## config.mk

```make
export PLATFORM = sky130hd
export DESIGN_NAME = paddle_ctl_multi_flat
export DESIGN_NICKNAME = d
export VERILOG_FILES = /design/src/rtl/paddle_ctl_multi_if.sv /design/src/rtl/paddle_ctl_multi.sv /design/src/flat_wrapper.sv
export SDC_FILE = /design/constraint.sdc
export NUM_CORES = 1
export LEC_CHECK = 0
export ABC_AREA = 1
export BUFFER_PORTS_ARGS = -buffer_cell sky130_fd_sc_hd__clkbuf_2
export CAP_MARGIN = 5
export CELL_PAD_IN_SITES_DETAIL_PLACEMENT = 1
export CELL_PAD_IN_SITES_GLOBAL_PLACEMENT = 1
export CORE_ASPECT_RATIO = 1.25
export CORE_UTILIZATION = 25
export CTS_CLUSTER_SIZE = 10
export DETAILED_ROUTE_END_ITERATION = 16
export HOLD_SLACK_MARGIN = 0.15
export MAX_ROUTING_LAYER = met4
export PLACE_DENSITY = 0.66
export SKIP_CTS_REPAIR_TIMING = 1
export SYNTH_ARGS = -nofsm -noshare
export SYNTH_HDL_FRONTEND = slang
export SYNTH_SLANG_ARGS = --single-unit
```

## constraint.sdc

```tcl
create_clock -name clk -period 3.4 [get_ports clk]
set_input_delay 0.34 -clock clk [delete_from_list [all_inputs] [get_ports clk]]
set_output_delay 0.34 -clock clk [all_outputs]
set_load 0.02 [all_outputs]
```

## src/rtl/paddle_ctl_multi_if.sv

```systemverilog
// Bus bundle for paddle_ctl_multi: analog/button sources in, pot values, fire bits and source selects out.
interface paddle_ctl_multi_if #(
  parameter int NUM_CH = 4,
  parameter int DATA_W = 8
);
  logic                               ce;
  logic [NUM_CH-1:0]                  inv;
  logic [NUM_CH-1:0]                  stick_btn;
  logic [NUM_CH-1:0][1:0][DATA_W-1:0] joy_a;      // [ch][1]=Y, [ch][0]=X
  logic [NUM_CH-1:0]                  paddle_btn;
  logic [NUM_CH-1:0][DATA_W-1:0]      paddle;
  logic [24:0]                        ps2_mouse;
  logic [NUM_CH-1:0]                  b_out;
  logic [NUM_CH-1:0][DATA_W-1:0]      a_out;
  logic [NUM_CH-1:0][1:0]             src;

  modport master (
    output ce, inv, stick_btn, joy_a, paddle_btn, paddle, ps2_mouse,
    input  b_out, a_out, src
  );
  modport slave (
    input  ce, inv, stick_btn, joy_a, paddle_btn, paddle, ps2_mouse,
    output b_out, a_out, src
  );
endinterface

```

## src/rtl/paddle_ctl_multi.sv

```systemverilog
// Multi-channel analog front end: per-channel source select (paddle/stick/mouse), offset-binary
// pot value with optional slew limiting, and fire bit. One shared PS/2 mouse accumulator pair.
module paddle_ch #(
  parameter int DATA_W      = 8,
  parameter int AXIS_THRESH = 100,
  parameter int SLEW        = 0,
  parameter bit IS_MOUSE    = 1'b0
) (
  input  logic                   clk,
  input  logic                   reset_n,
  input  logic                   ce,
  input  logic                   inv,
  input  logic                   stick_btn,
  input  logic                   paddle_btn,
  input  logic                   mouse_ev,
  input  logic [1:0][DATA_W-1:0] joy,
  input  logic [DATA_W-1:0]      paddle,
  input  logic [DATA_W-1:0]      mx,
  input  logic [DATA_W-1:0]      my,
  input  logic [1:0]             mouse_btn,
  output logic                   b_out,
  output logic [DATA_W-1:0]      a_out,
  output logic [1:0]             src
);
  typedef enum logic [1:0] {S_PADDLE = 2'd0, S_STICK = 2'd1, S_MOUSE = 2'd2} src_t;
  localparam logic [DATA_W-1:0] STEP = DATA_W'(SLEW);

  src_t              state;
  logic              xy;
  logic [DATA_W-1:0] target, pre, off;
  logic              x_hit, y_hit;

  // An axis only counts when pushed hard in the positive direction.
  assign x_hit = ~joy[0][DATA_W-1] && (joy[0][DATA_W-1 -: 8] > 8'(AXIS_THRESH));
  assign y_hit = ~joy[1][DATA_W-1] && (joy[1][DATA_W-1 -: 8] > 8'(AXIS_THRESH));

  assign pre = (state == S_STICK) ? (xy ? joy[1] : joy[0]) :
               (state == S_MOUSE) ? (xy ? my : mx) : paddle;
  assign off = {~pre[DATA_W-1], pre[DATA_W-2:0]};
  assign src = state;

  always_ff @(posedge clk or negedge reset_n) begin
    if (!reset_n) begin
      state  <= S_PADDLE;
      xy     <= 1'b0;
      target <= '0;
      b_out  <= 1'b0;
      a_out  <= '0;
    end else begin
      if (paddle_btn)              state <= S_PADDLE;
      else if (stick_btn)          state <= S_STICK;
      else if (IS_MOUSE && mouse_ev) state <= S_MOUSE;

      case (state)
        S_STICK: begin
          if (x_hit)      xy <= 1'b0;
          else if (y_hit) xy <= 1'b1;
        end
        S_MOUSE: begin
          if (mouse_btn[0])      xy <= 1'b0;
          else if (mouse_btn[1]) xy <= 1'b1;
        end
        default: ;
      endcase

      target <= inv ? ~off : off;

      case (state)
        S_STICK: b_out <= stick_btn;
        S_MOUSE: b_out <= |mouse_btn;
        default: b_out <= paddle_btn;
      endcase

      // Limiter steps from the current a_out, so a source switch never jumps.
      if (SLEW == 0) a_out <= target;
      else if (ce) begin
        if (target > a_out) a_out <= (target - a_out <= STEP) ? target : a_out + STEP;
        else                a_out <= (a_out - target <= STEP) ? target : a_out - STEP;
      end
    end
  end
endmodule

module paddle_ctl_multi #(
  parameter int NUM_CH      = 4,
  parameter int DATA_W      = 8,
  parameter int MOUSE_CH    = 0,
  parameter int MOUSE_MAX   = 10,
  parameter int AXIS_THRESH = 100,
  parameter int SLEW        = 0
) (
  input  logic          clk,
  input  logic          reset_n,
  paddle_ctl_multi_if.slave bus
);
  localparam int AW = DATA_W + 1;
  localparam logic signed [AW:0]  HI   = (AW+1)'((1 << (DATA_W-1)) - 1);
  localparam logic signed [AW:0]  LO   = -(AW+1)'(1 << (DATA_W-1));
  localparam logic signed [8:0]   MMAX = 9'(MOUSE_MAX);

  logic                 primed, strobe_q, mouse_ev;
  logic signed [AW-1:0] mx, my;
  logic signed [8:0]    dx, dy;
  logic                 unused_bits;

  function automatic logic signed [8:0] clamp(input logic signed [8:0] d);
    if (d > MMAX)       return MMAX;
    else if (d < -MMAX) return -MMAX;
    else                return d;
  endfunction

  function automatic logic signed [AW-1:0] acc(input logic signed [AW-1:0] a,
                                               input logic signed [8:0] d);
    logic signed [AW:0] s;
    s = (AW+1)'(a) + (AW+1)'(d);
    if (s > HI)      return AW'(HI);
    else if (s < LO) return AW'(LO);
    else             return AW'(s);
  endfunction

  assign dx          = {bus.ps2_mouse[4], bus.ps2_mouse[15:8]};
  assign dy          = {bus.ps2_mouse[5], bus.ps2_mouse[23:16]};
  assign mouse_ev    = primed & (bus.ps2_mouse[24] ^ strobe_q);
  assign unused_bits = ^{bus.ps2_mouse[7:6], bus.ps2_mouse[3:2]};

  // First clock out of reset only captures the strobe level.
  always_ff @(posedge clk or negedge reset_n) begin
    if (!reset_n) begin
      primed   <= 1'b0;
      strobe_q <= 1'b0;
      mx       <= '0;
      my       <= '0;
    end else begin
      primed   <= 1'b1;
      strobe_q <= bus.ps2_mouse[24];
      if (mouse_ev) begin
        mx <= acc(mx, clamp(dx));
        my <= acc(my, clamp(dy));
      end
    end
  end

  for (genvar g = 0; g < NUM_CH; g++) begin : g_ch
    paddle_ch #(
      .DATA_W(DATA_W), .AXIS_THRESH(AXIS_THRESH), .SLEW(SLEW), .IS_MOUSE(g == MOUSE_CH)
    ) u_ch (
      .clk       (clk),
      .reset_n   (reset_n),
      .ce        (bus.ce),
      .inv       (bus.inv[g]),
      .stick_btn (bus.stick_btn[g]),
      .paddle_btn(bus.paddle_btn[g]),
      .mouse_ev  (mouse_ev),
      .joy       (bus.joy_a[g]),
      .paddle    (bus.paddle[g]),
      .mx        (mx[DATA_W-1:0]),
      .my        (my[DATA_W-1:0]),
      .mouse_btn (bus.ps2_mouse[1:0]),
      .b_out     (bus.b_out[g]),
      .a_out     (bus.a_out[g]),
      .src       (bus.src[g])
    );
  end
endmodule

```

## src/flat_wrapper.sv

```systemverilog
// flat-port wrapper written by rule: the top's interface ports become plain ports
module paddle_ctl_multi_flat 
#(
  parameter int NUM_CH      = 4,
  parameter int DATA_W      = 8,
  parameter int MOUSE_CH    = 0,
  parameter int MOUSE_MAX   = 10,
  parameter int AXIS_THRESH = 100,
  parameter int SLEW        = 0
)
  (clk, reset_n, bus_ce, bus_inv, bus_stick_btn, bus_joy_a, bus_paddle_btn, bus_paddle, bus_ps2_mouse, bus_b_out, bus_a_out, bus_src);
  paddle_ctl_multi_if #(.NUM_CH(NUM_CH), .DATA_W(DATA_W)) bus_i ();
  input  logic clk;
  input  logic reset_n;
  input wire logic [$bits(bus_i.ce)-1:0] bus_ce;
  input wire logic [$bits(bus_i.inv)-1:0] bus_inv;
  input wire logic [$bits(bus_i.stick_btn)-1:0] bus_stick_btn;
  input wire logic [$bits(bus_i.joy_a)-1:0] bus_joy_a;
  input wire logic [$bits(bus_i.paddle_btn)-1:0] bus_paddle_btn;
  input wire logic [$bits(bus_i.paddle)-1:0] bus_paddle;
  input wire logic [$bits(bus_i.ps2_mouse)-1:0] bus_ps2_mouse;
  output wire logic [$bits(bus_i.b_out)-1:0] bus_b_out;
  output wire logic [$bits(bus_i.a_out)-1:0] bus_a_out;
  output wire logic [$bits(bus_i.src)-1:0] bus_src;
  assign bus_i.ce = bus_ce;
  assign bus_i.inv = bus_inv;
  assign bus_i.stick_btn = bus_stick_btn;
  assign bus_i.joy_a = bus_joy_a;
  assign bus_i.paddle_btn = bus_paddle_btn;
  assign bus_i.paddle = bus_paddle;
  assign bus_i.ps2_mouse = bus_ps2_mouse;
  assign bus_b_out = bus_i.b_out;
  assign bus_a_out = bus_i.a_out;
  assign bus_src = bus_i.src;
  paddle_ctl_multi #(.NUM_CH(NUM_CH), .DATA_W(DATA_W), .MOUSE_CH(MOUSE_CH), .MOUSE_MAX(MOUSE_MAX), .AXIS_THRESH(AXIS_THRESH), .SLEW(SLEW)) u_core (.clk(clk), .reset_n(reset_n), .bus(bus_i));
endmodule
```

==> out/results.tsv <==
metric	value	unit
number of placement rows	60	
Post-synth top cells	165 x nand2_1, 97 x dfrtp_1, 79 x inv_1	
share of the synthesized netlist area taken by xor and xnor gates	6.574	%
clock root buffer master	clkbuf_16	
cell count after placement	1133	
endpoint kind of the worst setup timing path	flop	
later-pin clock latency in the skew report	0.35	ns
RSZ-0062 raised after global routing	no	
antenna violations before repair	1	
Synth top area share	43.38	%
remaining antenna violation count after routing	0	
minimum period implied by the final worst setup slack	2.784	ns
count of TritonRoute iterations in the first routing pass	4	
status	complete, no violations	
via count	5087	
Clock transition at path regs	0.07	ns
class of the tightest hold or removal check	input port to async pin	
CP required	3.64	ns
Worst Path Arrival	3.02	ns
final hold viol count	0	
combinational family with the most area after synthesis	simple AND/OR/NAND/NOR gates	
Crit Path Max Fanout	7	
part of the Yosys area used for sequential elements	43.38	%
net total in the final layout	1026	
Slew headroom	35.55	%
routability congestion estimate from global placement	0.8618	
Pwr Density	652.4	nW/um^2
Fillers	2724	
chip height	169.3	um
maximum number of pins on one net before global-route repair	80	
die footprint	22990	um^2
distinct cell type count after synthesis	35	
multi-input gate area in the final layout	2730	um^2
Post-synth ARST share	100.0	%
ratio of final minimum period to clock period	81.88	%
cells after synthesis	697	
HPWL Detailed	13330	um
Area Overhead vs Synth	25.36	%
fraction of the mapped netlist area in compound gates	13.13	%
setup slack after layout	0.6160	ns
core box area	21770	um^2
MaxCap Viol Count	0	
vias in the first global route	5394	
# setup viols final	0	
fraction of layout instances using a drive strength above 1	26.98	%
total power draw	4576	uW
number of top-level pins	180	
reg-to-reg startpoint	u_core.mx[0]	
area taken by flip-flops and latches	2427	um^2
DRC errors left	0	
predominant post-synthesis flop cell	dfrtp_1	
combined global-route utilization of all metal layers	14.98	%
flops & latches, synth	97	
total of buffers placed on input and output ports	171	
number of enable flip-flop cells after synthesis	0	
kind of start point of the critical path	input port	
Post-Synthesis Cell Area	5595	um^2
synthesized-area fraction occupied by and/or/nand/nor cells	23.19	%
detailed-route wire length	15940	um
Synth area leader	dfrtp_1	
buffer levels on the longest clock path	2	
CTS tree	done	
setup total negative slack	0	ns
overflow left after global routing	0	
maximum ir drop on the vdd rail	0.2105	mV
worst clock skew on the final layout	0.007228	ns
first-pass GRT wire length	25780	um
total of warnings raised by yosys	0	
post-layout util	32.22	%
sinks on the clock net	97	
detailed-route vias per instance	4.420	
count of pins over their slew limit	0	
average cell area after synthesis	8.028	um^2
starting density of the core	25.70	%
Die X-Extent	135.8	um
slew at the pin closest to its max-slew limit	0.9667	ns
mux contribution to synthesized area	0	%
cts bufs inserted	9	
Static Leakage	0.003675	uW
count of non-filler cells in the finished layout	1151	
count leader, synth	nand2_1	
maximum clock frequency	359.2	MHz
Synth area leaders	dfrtp_1 43%, nand2_1 11%, o21ai_0 6.7%	
first element of the critical path	bus_ps2_mouse[17]	
H-Tree Depth	3	
worst setup slack after placement	0.2294	ns
Detailed Route Iter0 Violations	185	
adder-cell share of the synthesized area	5.635	%
category of the most critical setup path	input port to flop	
detail-routed net length per standard cell	13.85	um
[cell families (layout without fill, tap and decap cells)]
| group | Yosys count | in the layout |
|---|---|---|
| XOR/XNOR | 42 | 42 |
| AND/OR/NAND/NOR | 293 | 293 |
| buffers and inverters | 108 | 280 |
| other | 2 | 5 |
| adder cells (fa/ha/maj) | 24 | 24 |
| AO/OA/AOI/OAI | 131 | 131 |
| flip-flops | 97 | 97 |
[power by group]
| part | leakage [uW] | total, uW | internal [uW] | switching, uW |
|---|---|---|---|---|
| Clock | 0.000138 | 950 | 502 | 448 |
| Sequential | 0.00113 | 1610 | 1410 | 200 |
| Combinational | 0.00240 | 2020 | 753 | 1260 |
[area by class of cell]
type,instances,area share [%]
multi-input combinational,494,38.92
sequential,97,34.61
timing repair buffer,176,12.81
tap,279,4.977
inverter,88,4.709
clock buffer,9,3.211
clock inverter,7,0.7314
antenna,1,0.03568
[metrics by stage]
| step | hold slack (ns) | instance area, um^2 |
|---|---|---|
| detailed placement | 0.3356 | 6725 |
| global placement | 0.3317 | 6725 |
| CTS | 0.1191 | 7002 |
| finish | 0.1470 | 7014 |
| global route | 0.1550 | 7014 |
| floorplan | 0.04441 | 5603 |
[registers in the layout (all words and copies together) (netlist names)]
register,count
u_core.strobe_q,1
u_core.g_ch.u_ch.b_out,4
u_core.primed,1
u_core.g_ch.u_ch.xy,4
u_core.g_ch.u_ch.a_out,32
u_core.my,9
u_core.mx,9
u_core.g_ch.u_ch.target,32
u_core.g_ch.u_ch.src,5
[metal layers]
metal,track usage (%),up-vias,wire length (um),share of wire (%)
li1,-,2570,-,-
met1,16.64,2384,6684,42
met3,3.196,22,872,5.5
met2,25.75,111,8061,51
met5,-,-,0,0
met4,6.204,0,318,2.0
[critical path: stages]
cell and delay, ns:
clkbuf_2 0.10, nand2_1 0.06, a211o_1 0.29, ha_1 0.36, inv_1 0.12, nand2_1 0.05, nor2_1 0.14, ha_1 0.19
inv_1 0.05, fa_1 0.39, inv_1 0.07, nand3_1 0.06, nand2_1 0.13, nand2_1 0.09, nand3_1 0.11, nand4_1 0.16
nand2_4 0.13, nand2_1 0.06, nand2_1 0.05, nand2_1 0.05
[placed cells by master (no fill, tap or decap), drive strengths merged, types with 4 or more instances in the layout]
cell type / instances
a211oi: 4
a21oi: 38
buf: 5
clkbuf: 179
clkinv: 7
conb: 4
dfrtp: 97
ha: 22
inv: 87
nand2: 183
nand3: 31
nand4: 13
nor2: 61
o211ai: 9
o21ai: 76
xnor2: 5
xor2: 37
[path summary, 6_finish.rpt]
path                            cells past startpoint                           end  slack (ns)
worst max-delay path                               20                  u_core.my[5]        0.62
worst min-delay path                                1     u_core.g_ch[3].u_ch.b_out        0.15
worst max register to register                     11                  u_core.mx[2]        1.32
worst min register to register                      0  u_core.g_ch[2].u_ch.a_out[7]        0.35
max in group asynchronous                           2                  u_core.mx[7]        2.49
min in group clk                                    2    u_core.g_ch[2].u_ch.src[0]        0.15
Note: power is estimated with default switching activity, not from simulation.
